<file path="src/rtl/tilemap_writer.sv">
`default_nettype none
// ============================================================================
// Module   : tilemap_writer
// Brief    : Queued write / read-modify-write port into the tile RAM; commits
//            only while the display is blanked. Optional CLEAR op via the
//            TILEWR_CLEAR_EN macro.
// Revision : 1.0 - initial release
// ============================================================================
module tilemap_writer #(
    parameter int ADDR_W     = 10,
    parameter int DATA_W     = 8,
    parameter int FIFO_DEPTH = 4
) (
    input  logic              clk,
    input  logic              reset,
    input  logic              display_on,
    input  logic              req_valid,
    output logic              req_ready,
    input  logic [1:0]        req_op,
    input  logic [ADDR_W-1:0] req_addr,
    input  logic [DATA_W-1:0] req_data,
    output logic              ram_own,
    output logic [ADDR_W-1:0] ram_addr,
    output logic [DATA_W-1:0] ram_din,
    output logic              ram_we,
    input  logic [DATA_W-1:0] ram_dout,
    output logic              busy
);

    localparam int               c_PTR_W    = $clog2(FIFO_DEPTH);
    localparam logic [c_PTR_W:0] c_PTR_ONE  = 1;
    localparam logic [c_PTR_W:0] c_PTR_FULL = {1'b1, {c_PTR_W{1'b0}}};

    localparam logic [1:0] c_OP_WRITE = 2'b00;
    localparam logic [1:0] c_OP_INC   = 2'b01;
    localparam logic [1:0] c_OP_CLEAR = 2'b11;

    localparam logic [2:0] c_ST_IDLE = 3'd0;
    localparam logic [2:0] c_ST_WR   = 3'd1;
    localparam logic [2:0] c_ST_RD   = 3'd2;
    localparam logic [2:0] c_ST_MOD  = 3'd3;
    localparam logic [2:0] c_ST_HOLD = 3'd4;
`ifdef TILEWR_CLEAR_EN
    localparam logic [2:0]        c_ST_CLR   = 3'd5;
    localparam logic [ADDR_W-1:0] c_CNT_ONE  = 1;
    localparam logic [ADDR_W-1:0] c_CNT_LAST = '1;
    logic [ADDR_W-1:0] r_clr_cnt;
`endif

    logic [1:0]        r_fifo_op   [FIFO_DEPTH];
    logic [ADDR_W-1:0] r_fifo_addr [FIFO_DEPTH];
    logic [DATA_W-1:0] r_fifo_data [FIFO_DEPTH];
    logic [c_PTR_W:0]  r_wr_ptr;
    logic [c_PTR_W:0]  r_rd_ptr;

    logic [2:0]        r_state;
    logic [1:0]        r_cmd_op;
    logic [ADDR_W-1:0] r_cmd_addr;
    logic [DATA_W-1:0] r_cmd_data;

    logic w_win;
    logic w_empty;
    logic w_full;
    logic w_push;
    logic w_pop;
    logic w_drive;
    logic w_write;
    logic [c_PTR_W-1:0] w_wr_idx;
    logic [c_PTR_W-1:0] w_rd_idx;
    logic [1:0]         w_head_op;

    assign w_win     = !display_on;
    assign w_wr_idx  = r_wr_ptr[c_PTR_W-1:0];
    assign w_rd_idx  = r_rd_ptr[c_PTR_W-1:0];
    assign w_empty   = (r_wr_ptr == r_rd_ptr);
    assign w_full    = ((r_wr_ptr ^ r_rd_ptr) == c_PTR_FULL);
    assign w_head_op = r_fifo_op[w_rd_idx];

    // Ready depends only on registered pointers, so a pop never frees a slot
    // within the same cycle.
    assign req_ready = !w_full;
    assign w_push    = req_valid && req_ready;
    assign w_pop     = (r_state == c_ST_IDLE) && !w_empty && w_win;
    assign busy      = !w_empty || (r_state != c_ST_IDLE);

    always_ff @(posedge clk) begin
        if (w_push) begin
            r_fifo_op[w_wr_idx]   <= req_op;
            r_fifo_addr[w_wr_idx] <= req_addr;
            r_fifo_data[w_wr_idx] <= req_data;
        end
    end

    always_ff @(posedge clk) begin
        if (reset) begin
            r_wr_ptr   <= '0;
            r_rd_ptr   <= '0;
            r_state    <= c_ST_IDLE;
            r_cmd_op   <= '0;
            r_cmd_addr <= '0;
            r_cmd_data <= '0;
`ifdef TILEWR_CLEAR_EN
            r_clr_cnt  <= '0;
`endif
        end else begin
            if (w_push) begin
                r_wr_ptr <= r_wr_ptr + c_PTR_ONE;
            end
            if (w_pop) begin
                r_rd_ptr   <= r_rd_ptr + c_PTR_ONE;
                r_cmd_op   <= w_head_op;
                r_cmd_addr <= r_fifo_addr[w_rd_idx];
                r_cmd_data <= r_fifo_data[w_rd_idx];
            end
            case (r_state)
                c_ST_IDLE: begin
                    if (w_pop) begin
                        if (w_head_op == c_OP_WRITE) begin
                            r_state <= c_ST_WR;
                        end else if (w_head_op == c_OP_CLEAR) begin
`ifdef TILEWR_CLEAR_EN
                            r_state   <= c_ST_CLR;
                            r_clr_cnt <= '0;
`else
                            r_state <= c_ST_IDLE;
`endif
                        end else begin
                            r_state <= c_ST_RD;
                        end
                    end
                end
                // A window closing mid-write retries rather than dropping data.
                c_ST_WR:   if (w_win) r_state <= c_ST_IDLE;
                c_ST_RD:   r_state <= w_win ? c_ST_MOD  : c_ST_HOLD;
                c_ST_MOD:  r_state <= w_win ? c_ST_IDLE : c_ST_HOLD;
                c_ST_HOLD: if (w_win) r_state <= c_ST_RD;
`ifdef TILEWR_CLEAR_EN
                c_ST_CLR: begin
                    if (w_win) begin
                        r_clr_cnt <= r_clr_cnt + c_CNT_ONE;
                        if (r_clr_cnt == c_CNT_LAST) r_state <= c_ST_IDLE;
                    end
                end
`endif
                default:   r_state <= c_ST_IDLE;
            endcase
        end
    end

    // Bus outputs are gated by the live window and by reset; MOD must be
    // combinational because ram_dout only becomes valid in that cycle.
    always_comb begin
        w_drive  = 1'b0;
        w_write  = 1'b0;
        ram_addr = r_cmd_addr;
        ram_din  = r_cmd_data;
        case (r_state)
            c_ST_WR: begin
                w_drive = 1'b1;
                w_write = 1'b1;
            end
            c_ST_RD: begin
                w_drive = 1'b1;
            end
            c_ST_MOD: begin
                w_drive = 1'b1;
                w_write = 1'b1;
                ram_din = (r_cmd_op == c_OP_INC) ? (ram_dout + r_cmd_data)
                                                 : (ram_dout ^ r_cmd_data);
            end
`ifdef TILEWR_CLEAR_EN
            c_ST_CLR: begin
                w_drive  = 1'b1;
                w_write  = 1'b1;
                ram_addr = r_clr_cnt;
            end
`endif
            default: begin
                w_drive = 1'b0;
            end
        endcase
        ram_own = w_drive && w_win && !reset;
        ram_we  = w_write && w_win && !reset;
    end

endmodule
`default_nettype wire
</file>
<file path="config.mk">
export PLATFORM = sky130hd
export DESIGN_NAME = tilemap_writer
export DESIGN_NICKNAME = d
export VERILOG_FILES = /design/src/rtl/tilemap_writer.sv
export SDC_FILE = /design/constraint.sdc
export NUM_CORES = 1
export LEC_CHECK = 0
export ABC_AREA = 1
export CAP_MARGIN = 25
export CORE_UTILIZATION = 46
export DETAILED_ROUTE_END_ITERATION = 8
export PLACE_DENSITY = 0.67
export SYNTH_ARGS = -nofsm -noshare
export SYNTH_HDL_FRONTEND = slang
export SYNTH_SLANG_ARGS = --single-unit
export TNS_END_PERCENT = 30
</file>
<file path="constraint.sdc">
create_clock -name clk -period 2.7 [get_ports clk]
set_clock_uncertainty 0.05 [all_clocks]
set_input_delay 0.54 -clock clk [delete_from_list [all_inputs] [get_ports clk]]
set_output_delay 0.54 -clock clk [all_outputs]
set_load 0.03 [all_outputs]
</file>
Word level (Yosys, flattened, before mapping)
Memory sizes are Yosys's and may differ from the RTL's. A register that Yosys moved wholly into a read port is not among the register bits.
Index checks and enable logic that the tools add are counted.

word-level totals
  register bits = 11
  latch bits = 0
  bits in writable memories = 80
  bits in read-only memories = 0
  output and inout bits = 22
  logic and storage cells = 57
  memories = 3

operators by class
  add/sub/neg operators = 3
  multiply operators = 0
  div/mod/pow operators = 0
  $lt $le $gt $ge = 0
  equal/unequal tests = 11
  shifts and indexed selects = 0
  muxes and demuxes = 16
  bitwise gates (word level) = 2
  reductions and logical operators = 18

memories
  name         depth  bits a word  read ports  clocked after Yosys merged registers in  write ports  RTL line  RTL
  r_fifo_addr  4      10           1           1                                        1            51        logic [ADDR_W-1:0] r_fifo_addr [FIFO_DEPTH];
  r_fifo_data  4      8            1           1                                        1            52        logic [DATA_W-1:0] r_fifo_data [FIFO_DEPTH];
  r_fifo_op    4      2            1           1                                        1            50        logic [1:0] r_fifo_op [FIFO_DEPTH];

operator list
  operator             count
  $mux 8               2
  $mux 3               5
  $pmux 3 s5           1
  $add 8x8->8          1
  $mux 2               4
  $xor 8x8->8          1
  $logic_and 1x1->1    7
  $add 3x1->3 const B  2
  $eq 3x2->1 const B   2
  $eq 3x3->1 const B   2
  $ne 2x2->1 const B   3
  $logic_not 1->1      4
  $mux 1               4
  $eq 3x1->1 const B   1
  $eq 3x3->1           1
  $logic_not 3->1      1
  $reduce_and 3->1     1
  $reduce_bool 3->1    1
  $reduce_or 3->1      1
  $xor 3x3->3          1
  $eq 2x1->1 const B   1
  $eq 2x2->1 const B   1
  $logic_not 2->1      1
  $reduce_or 2->1      1
  $logic_or 1x1->1     1

Logic depth before layout (Yosys ltp)
Gate-level depths: netlist (run 1).

  depth in word-level cells = 6
  mapped depth = 11
  mapped depth without buffers = 11

Least setup slack after synthesis (run 1)
OpenSTA, ideal clock, no wires.

  kind = input -> output
  from = in ram_dout[0]
  to = out ram_din[2]
  arrival time = 2.017 ns
  required time = 2.110 ns
  setup slack = 0.093 ns
  stages = 7
  buffers on the path = 0
  path through = ha_1 > inv_1 > fa_1 > inv_1 > nand2_1 > xor2_1 > o21ai_0

between the ends
  word-level cells in the longest chain between the ends = 3

RTL lines
  what         RTL line  RTL
  from (decl)  26        input logic [DATA_W-1:0] ram_dout,
  $add 8x8->8  168       ram_din = (r_cmd_op == c_OP_INC) ? (ram_dout + r_cmd_data)
  $mux 8       168
  $mux 8       157       case (r_state)
  to (decl)    24        output logic [DATA_W-1:0] ram_din,

Every way passes these cells.

Worst setup path in the final report (run 1)
  from = in ram_dout[5]
  to = out ram_din[6]

Same word-level chain as after synthesis.

==> results of run 1 <==
[cell usage after synthesis]
master,instances,area (µm²)
buf_6,2,22.52
a21o_1,1,7.510
a32oi_1,2,17.52
nor3_1,1,5.000
nand3b_1,5,37.54
o21ai_0,30,150.1
nand4_1,1,6.260
o21a_1,1,7.510
buf_1,2,7.510
o32ai_1,18,157.7
xnor2_2,1,16.27
ha_1,13,162.7
o22ai_1,1,6.260
nand2_1,83,311.6
fa_1,1,20.02
inv_2,1,3.750
nor2_1,110,412.9
buf_4,3,22.52
edfxtp_1,80,2402
nor4_1,2,12.51
nor2_2,1,6.260
clkbuf_1,7,26.28
nand2_2,2,12.51
inv_1,48,180.2
and2_1,1,6.260
buf_2,6,30.03
o211ai_1,1,7.510
nand3_1,15,75.07
xor2_1,5,43.79
xnor2_1,1,8.760
a21oi_1,9,45.04
dfxtp_1,31,620.6
[worst min-delay path by stage]
stage / start / end
final: r_cmd_op[0] / r_cmd_op[0]
after global routing: r_cmd_op[1] / r_cmd_op[1]
after CTS: r_cmd_op[0] / r_cmd_op[0]
after detailed placement: r_cmd_op[0] / r_cmd_op[0]
after global placement: r_cmd_op[0] / r_cmd_op[0]
after floorplan: r_cmd_op[0] / r_cmd_op[0]
[cells by family after synthesis]
kind of cell / Yosys count / synth area share (%)
and+or+nand+nor: 221 / 18.26
DFF: 111 / 62.30
buffers and inverters: 69 / 6.034
AOI/OAI and AO/OA: 63 / 8.226
adders and majority gates: 14 / 3.765
xor gates and xnor gates: 7 / 1.418
[final cells by class]
type / count / area [µm²] / share of cell area, %
multi-input cells: 305 / 1653 / 28.23
flip-flops and latches: 111 / 3025 / 51.68
repair buffers: 68 / 643.1 / 10.99
clock inverters: 7 / 55.05 / 0.9404
clock buffers: 9 / 123.9 / 2.116
inverters: 49 / 183.9 / 3.142
well taps: 136 / 170.2 / 2.907
[flip-flops by register name, summed over array words and instances (netlist names), named ones only]
| name | count |
|---|---|
| r_state | 3 |
| r_fifo_op | 8 |
| r_cmd_data | 8 |
| r_fifo_data | 32 |
| r_cmd_op | 2 |
| r_fifo_addr | 40 |
| ram_addr | 10 |
| r_wr_ptr | 3 |
| r_rd_ptr | 3 |
[report_power, final]
part           switching [µW]  internal [µW]  leakage, µW  total [µW]
registers                 151           2060     0.000990        2220
clock network             553            347    0.0000897         900
logic                    1420            926      0.00124        2340
[per-layer routing]
layer	wire (µm)	vias to the layer above	track usage, %
met5	0	-	0
met1	4365	1527	24.09
li1	-	1744	-
met4	105	0	5.433
met3	378	11	2.807
met2	4427	68	27.34
[critical path: stages]
cell             delay [ns]
clkdlybuf4s50_1        0.52
ha_4                   0.23
nand2_1                0.05
inv_1                  0.03
o21ai_1                0.18
nand2_1                0.08
nand2_1                0.06
nand3_1                0.07
o21ai_1                0.08
buf_4                  0.17
[repair_timing]
| action | 4_1_cts | 5_1_grt |
|---|---|---|
| hold buffers | 0 | 0 |
| endpoints found under the hold margin | 0 | 0 |
| buffers inserted | 1 | 0 |
| setup endpoints to repair | 8 | 6 |
| gates resized for setup | 11 | 19 |
| pin swaps | 5 | 5 |
[stage by stage]
step	total power [µW]	TNS [ns]	instance area (µm²)	util, %	worst slack, ns
after floorplan	3812	0	4852	-	0.09312
after global placement	4428	-0.5020	5534	53.85	-0.2313
after detailed placement	4470	-0.7061	5534	53.85	-0.2553
after CTS	5392	-0.002233	5747	55.92	-0.002233
after global routing	5848	-0.04704	5854	56.96	-0.04704
final	5460	0	5854	56.96	0.1037
==> results by group, run 1 <==
Yosys
  – Mapped Nets: 531
  – Flip-flop and latch count after synthesis: 111
  – Number of distinct library cells after synthesis: 32
  – Avg Inst Size Synth: 10.00 µm²
  – Warning count from the yosys run: 0
  – Sequential cell area fraction in the yosys report: just over 60%
  – Summed instance area of the synthesized netlist: slightly below 5000 µm²
  – Syn Inst Count: just under 500

Floorplanning
  – Overall die width: 104.7 µm
  – Core Region: between 10000 and 15000 µm²
  – Top-level port count: 54
  – Die ar.: 10960 µm²
  – Starting utilization of the core area: 47.21%
  – Height of the chip: 104.7 µm
  – Row count: 37

Clock tree
  – Root buf cell: clkbuf_8
  – Number of H-tree levels: 3
  – Deepest clock path buffer count: 2
  – CTS tree: yes
  – TritonCTS Buffers: 9
  – Clock-pin slew reported for the worst setup and hold paths after clock tree synthesis: 0.11 ns
  – Insertion delay to the later sink of the worst-skew pair: 0.36 ns
  – Num Clock Sinks: 111

Min path
  – Cell depth of the worst min-delay path: 2
  – HP Class: reg -> reg

Critical path
  – Critical path endpoint: ram_din[6]
  – Terminus of the critical flop-to-flop path: ram_addr[7]
  – WP data required: 2.11 ns
  – Worst Reg-to-Reg Cells: 6
  – Worst flop-to-flop path startpoint: r_rd_ptr[0]
  – Crit. End Element: output port
  – Arrival time at the worst endpoint: between 2 and 2.5 ns
  – Slack of the worst reg-to-reg path: about 0.74 ns
  – CP startpoint kind: input port
  – Max FO, Critical Path: 5
  – WS Path Type: in -> out
  – Source of the critical timing path: ram_dout[5]

Timing
  – Setup violations, final: 0
  – Achievable Freq: 385.2 MHz
  – Min Hold Slack: 0.4217 ns
  – Portion of the clock cycle consumed by the worst path in the final layout: 96.16%
  – Transition time of the tightest slew-check pin: 0.6321 ns
  – Final Hold Violating Endpoints: 0
  – Total count of max-transition violations in the final report: 0
  – Time the worst path needs with I/O delays and setup: 2.596 ns
  – Remaining max-slew budget at the tightest pin: between 50% and 60%

Route
  – Antenna violation net count after detailed routing: 0
  – Violation count after the first detailed-routing iteration: 260
  – DR DRC count: 0
  – Vias/cell: 4.891
  – Routed Wire Length: just over 9000 µm
  – Detailed-route via count: 3350
  – 1st-pass router iterations: 4
  – Routed wire length per instance: about 14 µm

GRT
  – Wire length of the first global-routing pass: between 10000 and 15000 µm
  – Maximum number of pins on one net before global-route repair: 39
  – Number of global-route vias before repair: 3141
  – Initial antenna violation count: 0
  – Overall fraction of global-route tracks in use: 17.17%
  – Leftover overflow at the end of global routing: 0

Final layout
  – Commonest non-fill, non-tap cells in the layout: 109 x nor2_1, 82 x nand2_1, 80 x edfxtp_1
  – Fin nets: 590
  – Fillers: 881
  – Filler-free cell count of the finished design: 685
  – Area growth syn-to-layout: 20.65%
  – Share of final-layout standard cells stronger than drive strength 1: approximately 11%
  – Commonest non-fill, non-tap cell in the layout: nor2_1
  – Antenna diodes: 0

Power
  – Maximum ir drop on the vdd rail: 0.0004947 V
  – Areal power density over the cells: 932.6 nW/µm²
  – Leakage power: 0.002315 µW

Placed design
  – Port Buffers: 53
  – Cell count after placement: around 670
  – Final estimated routing congestion in global placement: 0.8504
  – Half-perimeter wire length after detailed placement: 5984 µm

Outcome
  – Result of the run: completed

Job
  – Max-Cap Viols: 0
Power figures use the tool's default switching activity.
==> run 2: changes to the inputs <==
--- a/config.mk
+++ b/config.mk
@@ -13,4 +13,3 @@
 export SYNTH_ARGS = -nofsm -noshare
 export SYNTH_HDL_FRONTEND = slang
 export SYNTH_SLANG_ARGS = --single-unit
-export TNS_END_PERCENT = 30
==> run 2 against run 1 <==
Compared with the run above: critical path depth rose by 1; via count rose by 0.15%; worst hold slack better by 0.00062 ns; register-to-register slack barely moved; utilization stayed put; routed wire length rose by 0.27%; sequential power is essentially flat; count of clock-buffer cells in the layout is the same; largest cell class unchanged.
==> results by group, run 2 (synthesis results as in run 1) <==
Min path
  – Min-delay src: r_cmd_op[0]
  – Cell depth of the worst min-delay path: 2
  – Endpoint of the worst hold-timing path: r_cmd_op[0]
  – HP Class: reg -> reg

Outcome
  – Result of the run: completed

Critical path
  – Slack of the worst reg-to-reg path: around 0.75 ns
  – WS Path Type: reg -> out
  – Worst flop-to-flop path startpoint: r_rd_ptr[0]
  – CP startpoint kind: register
  – Arrival time at the worst endpoint: 2.01 ns
  – Max FO, Critical Path: 3
  – Worst Reg-to-Reg Cells: 6
  – Cell breakdown of the critical path: ha_4 > inv_2 > fa_2 > inv_2 > nand3_2 > nand2_2 > nand3b_1 > nand3b_1 > nand3_1 > o21ai_1 > buf_4
  – Highest-delay cell along the critical path: dfxtp_2
  – Terminus of the critical flop-to-flop path: ram_addr[7]
  – Crit. End Element: output port
  – Source of the critical timing path: r_cmd_data[0]
  – CP peak stage delay: around 0.38 ns
  – WP data required: 2.11 ns

Route
  – Vias/cell: 4.898
  – Routed wire length per instance: 13.58 µm
  – 1st-pass router iterations: 4
  – Detailed-route via count: 3355
  – Routed Wire Length: 9301 µm
  – Antenna violation net count after detailed routing: 0
  – DR DRC count: 0
  – Violation count after the first detailed-routing iteration: 258

Power
  – Areal power density over the cells: 932.9 nW/µm²
  – Maximum ir drop on the vdd rail: 0.0004948 V
  – Leakage power: 0.002315 µW
  – Total design power: about 5500 µW

Floorplanning
  – Overall die width: about 100 µm
  – Row count: 37
  – Top-level port count: 54
  – Starting utilization of the core area: 47.21%
  – Die ar.: 10960 µm²
  – Height of the chip: 104.7 µm
  – Core Region: 10280 µm²

Clock tree
  – CTS tree: yes
  – TritonCTS Buffers: 9
  – Root buf cell: clkbuf_8
  – Insertion delay to the later sink of the worst-skew pair: 0.37 ns
  – Num Clock Sinks: 111
  – Deepest clock path buffer count: 2
  – Cts-stage hold buffer count: 0
  – Clock-pin slew reported for the worst setup and hold paths after clock tree synthesis: between 0.1 and 0.15 ns
  – Number of H-tree levels: 3

Final layout
  – Flip-flop count of the largest register, all copies and words added: 40
  – Commonest non-fill, non-tap cells in the layout: 109 x nor2_1, 82 x nand2_1, 80 x edfxtp_1
  – Antenna diodes: 0
  – Top reg by flops: r_fifo_addr
  – Area growth syn-to-layout: 20.65%
  – Share of final-layout standard cells stronger than drive strength 1: 11.48%
  – Commonest non-fill, non-tap cell in the layout: nor2_1
  – Fin nets: 590

Timing
  – Portion of the clock cycle consumed by the worst path in the final layout: 96.15%
  – Remaining max-slew budget at the tightest pin: about 60%
  – Final Hold Violating Endpoints: 0
  – Min Hold Slack: 0.4223 ns
  – Setup violations, final: 0
  – Time the worst path needs with I/O delays and setup: around 2.6 ns
  – Transition time of the tightest slew-check pin: ~0.61 ns
  – Achievable Freq: a little under 400 MHz
  – Total count of max-transition violations in the final report: 0

GRT
  – Wire length of the first global-routing pass: 14970 µm
  – Number of global-route vias before repair: 3147
  – Leftover overflow at the end of global routing: 0
  – Overall fraction of global-route tracks in use: 17.20%
  – Maximum number of pins on one net before global-route repair: 39
  – Initial antenna violation count: 0

Placed design
  – Port Buffers: 53
  – Half-perimeter wire length after detailed placement: 5984 µm
  – Final estimated routing congestion in global placement: 0.8504

Job
  – Max-Cap Viols: 0
## run 2: power by group
part           total (µW)  switching (µW)  internal (µW)  leakage [µW]
registers            2210             151           2060      0.000990
clock network         902             555            347     0.0000897
logic                2350            1420            926       0.00124
total                5460            2130           3340       0.00232
## run 2: repair_timing
| action | 4_1_cts | 5_1_grt |
|---|---|---|
| buffers inserted | 1 | 0 |
| setup endpoints to repair | 8 | 6 |
| pin swaps | 6 | 4 |
| gates resized for setup | 11 | 20 |
## run 2: worst max path at each step
stage,depth (start not counted),endpoint
2_1_floorplan,7,ram_din[2]
3_3_place_gp,13,ram_din[6]
3_5_place_dp,13,ram_din[6]
6_report,11,ram_din[6]
4_1_cts,12,ram_din[7]
5_1_grt,11,ram_din[6]
## run 2: per-stage QoR
step	setup WS (ns)	cell area, µm²	util, %	cells	TNS [ns]
2_1_floorplan	0.09312	4852	-	485	0
3_3_place_gp	-0.2313	5534	53.85	668	-0.5020
3_5_place_dp	-0.2553	5534	53.85	668	-0.7061
4_1_cts	0.0003675	5747	55.92	685	0
5_1_grt	-0.04740	5854	56.96	685	-0.04740
6_report	0.1041	5854	56.96	685	0
## run 2: worst max-delay path: cells and delay by family, from the launching register on
| kind | cells | cell delay, ns |
|---|---|---|
| and+or+nand+nor | 5 | 0.43 |
| DFF | 1 | 0.38 |
| AOI/OAI and AO/OA | 1 | 0.08 |
| buffers and inverters | 3 | 0.27 |
| adders and majority gates | 2 | 0.47 |
## run 2: layer usage
| metal | vias to the layer above | global-route usage [%] | share of wire [%] |
|---|---|---|---|
| met5 | - | 0 | 0 |
| met4 | 0 | 5.433 | 1.3 |
| met3 | 12 | 2.807 | 4.1 |
| met2 | 69 | 27.39 | 48 |
| met1 | 1532 | 24.14 | 47 |
| li1 | 1742 | - | - |
## run 2: area by class of cell
| class | instances | area, µm² |
|---|---|---|
| Multi-Input combinational cell | 305 | 1653 |
| Clock inverter | 7 | 55.05 |
| Clock buffer | 9 | 123.9 |
| Timing Repair Buffer | 68 | 643.1 |
| Fill cell | 881 | 4423 |
| Tap cell | 136 | 170.2 |
| Inverter | 49 | 183.9 |
| Sequential cell | 111 | 3025 |
==> run 3: changes to the inputs <==
--- a/config.mk
+++ b/config.mk
@@ -7,9 +7,11 @@
 export LEC_CHECK = 0
 export ABC_AREA = 1
 export CAP_MARGIN = 25
+export CORE_ASPECT_RATIO = 2
 export CORE_UTILIZATION = 46
 export DETAILED_ROUTE_END_ITERATION = 8
 export PLACE_DENSITY = 0.67
+export SLEW_MARGIN = 15
 export SYNTH_ARGS = -nofsm -noshare
 export SYNTH_HDL_FRONTEND = slang
 export SYNTH_SLANG_ARGS = --single-unit
==> run 3 against run 2 <==
Compared with the run above: register-to-register slack gained 0.03 ns; total power is 6.0% higher; critical path depth decreased by 1; maximum frequency shrank 0.18%; routed wire length grew 1.1%; worst setup slack got worse by 0.0047 ns; first-iteration DRC count decreased by 41%; largest cell class unchanged; via count rose by 2.0%; final area grew 1.1%; die area increased by 0.22%.
==> results by group, run 3 (synthesis results as in run 1) <==
Outcome
  – Result of the run: completed

Clock tree
  – Num Clock Sinks: roughly 110
  – TritonCTS Buffers: 9
  – Root buf cell: clkbuf_16
  – Clock-pin slew reported for the worst setup and hold paths after clock tree synthesis: 0.07 ns
  – # Post-CTS Setup Buffers: 0
  – Number of H-tree levels: 3
  – Insertion delay to the later sink of the worst-skew pair: 0.34 ns
  – CTS tree: yes
  – Deepest clock path buffer count: 2

GRT
  – Leftover overflow at the end of global routing: 0
  – Maximum number of pins on one net before global-route repair: 39
  – Initial antenna violation count: 0
  – Overall fraction of global-route tracks in use: 18.29%
  – Wire length of the first global-routing pass: 14940 µm
  – Number of global-route vias before repair: 3219

Route
  – Detailed-route via count: about 3.4k
  – 1st-pass router iterations: 4
  – DR DRC count: 0
  – Vias/cell: 5.018
  – Routed Wire Length: about 9400 µm
  – Routed wire length per instance: 13.79 µm
  – Violation count after the first detailed-routing iteration: 151
  – Antenna violation net count after detailed routing: 0

Critical path
  – Highest-delay cell along the critical path: clkdlybuf4s50_1
  – Terminus of the critical flop-to-flop path: ram_addr[1]
  – WP data required: 2.11 ns
  – Worst flop-to-flop path startpoint: r_rd_ptr[0]
  – Crit. End Element: output port
  – Cell breakdown of the critical path: clkdlybuf4s50_1 > ha_4 > nand2_1 > inv_1 > o21ai_1 > nand2_1 > nand2_1 > nand3_1 > o21ai_1 > buf_4
  – Most frequent CP cell: nand2_1
  – Worst Reg-to-Reg Cells: 7
  – WS Path Type: in -> out
  – Max FO, Critical Path: 5
  – CP peak stage delay: 0.51 ns
  – Slack of the worst reg-to-reg path: 0.78 ns
  – CP startpoint kind: input port
  – Arrival time at the worst endpoint: between 2 and 2.5 ns

Final layout
  – Commonest non-fill, non-tap cell in the layout: nor2_1
  – Commonest non-fill, non-tap cells in the layout: 110 x nor2_1, 81 x nand2_1, 80 x edfxtp_1
  – Top reg by flops: r_fifo_addr
  – Antenna diodes: 0
  – Area growth syn-to-layout: 21.97%
  – Final Instance Area: 5918 µm²
  – Fin nets: 588
  – Flip-flop count of the largest register, all copies and words added: 40
  – Share of final-layout standard cells stronger than drive strength 1: 10.97%

Timing
  – Portion of the clock cycle consumed by the worst path in the final layout: 96.32%
  – Setup violations, final: 0
  – Remaining max-slew budget at the tightest pin: 66.53%
  – Total count of max-transition violations in the final report: 0
  – Min Hold Slack: 0.4144 ns
  – Final Hold Violating Endpoints: 0
  – Achievable Freq: 384.5 MHz
  – Time the worst path needs with I/O delays and setup: 2.601 ns
  – Transition time of the tightest slew-check pin: about 0.5 ns

Floorplanning
  – Overall die width: 74.62 µm
  – Starting utilization of the core area: 47.50%
  – Row count: 52
  – Height of the chip: between 100 and 150 µm
  – Top-level port count: 54
  – Die ar.: about 11000 µm²
  – Core Region: around 10000 µm²

Power
  – Leakage power: 0.002318 µW
  – Areal power density over the cells: 978.0 nW/µm²
  – Maximum ir drop on the vdd rail: 0.0004339 V

Placed design
  – Final estimated routing congestion in global placement: roughly 0.81
  – Port Buffers: 53
  – Half-perimeter wire length after detailed placement: 6344 µm
  – Area of placed instances: approximately 5500 µm²

Min path
  – Min-delay src: r_cmd_op[1]
  – Endpoint of the worst hold-timing path: r_cmd_op[1]
  – Cell depth of the worst min-delay path: 2
  – HP Class: reg -> reg

Job
  – Max-Cap Viols: 0
run 3: how the worst max path moves through the flow:
stage	start	to	slack, ns	cells after the start
2_1_floorplan	ram_dout[0]	ram_din[2]	0.09	7
3_3_place_gp	ram_dout[0]	ram_din[6]	-0.24	12
3_5_place_dp	ram_dout[0]	ram_din[6]	-0.25	12
4_1_cts	ram_dout[4]	ram_din[7]	0.01	12
5_1_grt	ram_dout[5]	ram_din[6]	-0.05	10
6_report	ram_dout[5]	ram_din[6]	0.1	10
run 3: timing repair:
item                                    4_1_cts  5_1_grt
pin swaps                                     6        5
gates resized for setup                      12       12
endpoints found under the setup margin        7        4
hold buffers                                  0        0
run 3: layer usage:
| metal | wire, µm | global-route usage (%) |
|---|---|---|
| met1 | 3718 | 20.59 |
| met2 | 5107 | 31.98 |
| met3 | 330 | 3.086 |
| met4 | 247 | 9.245 |
| met5 | 0 | 0 |
run 3: cell type report:
| class | instances | area [µm²] |
|---|---|---|
| multi-input combinational | 305 | 1635 |
| timing repair buffer | 66 | 608.1 |
| sequential | 111 | 3023 |
| fill | 864 | 4297 |
| clock buffer | 9 | 225.2 |
| inverter | 49 | 183.9 |
| clock inverter | 7 | 73.82 |
| tap | 135 | 168.9 |
run 3: report_power, final:
group          switching, µW  internal, µW
Clock                    575           719
Combinational           1400           879
Sequential               148          2060
Total                   2130          3660
run 3: metrics by stage:
| step | std cells | TNS [ns] | power, µW | setup slack [ns] | utilization, % |
|---|---|---|---|---|---|
| CTS | 682 | 0 | 5775 | 0.01190 | 57.25 |
| floorplan | 485 | 0 | 3812 | 0.09312 | - |
| global route | 682 | -0.04907 | 6185 | -0.04907 | 57.94 |
| detailed placement | 666 | -0.6388 | 4442 | -0.2508 | 53.94 |
| global placement | 666 | -0.5231 | 4396 | -0.2361 | 53.94 |
| finish | 682 | 0 | 5788 | 0.09937 | 57.94 |
run 3: worst max-delay path, delay by kind of cell:
family	cells	cell delay, ns
compound gates	2	0.25
simple gates	4	0.26
buf+inv	3	0.73
fa+ha+maj	1	0.23
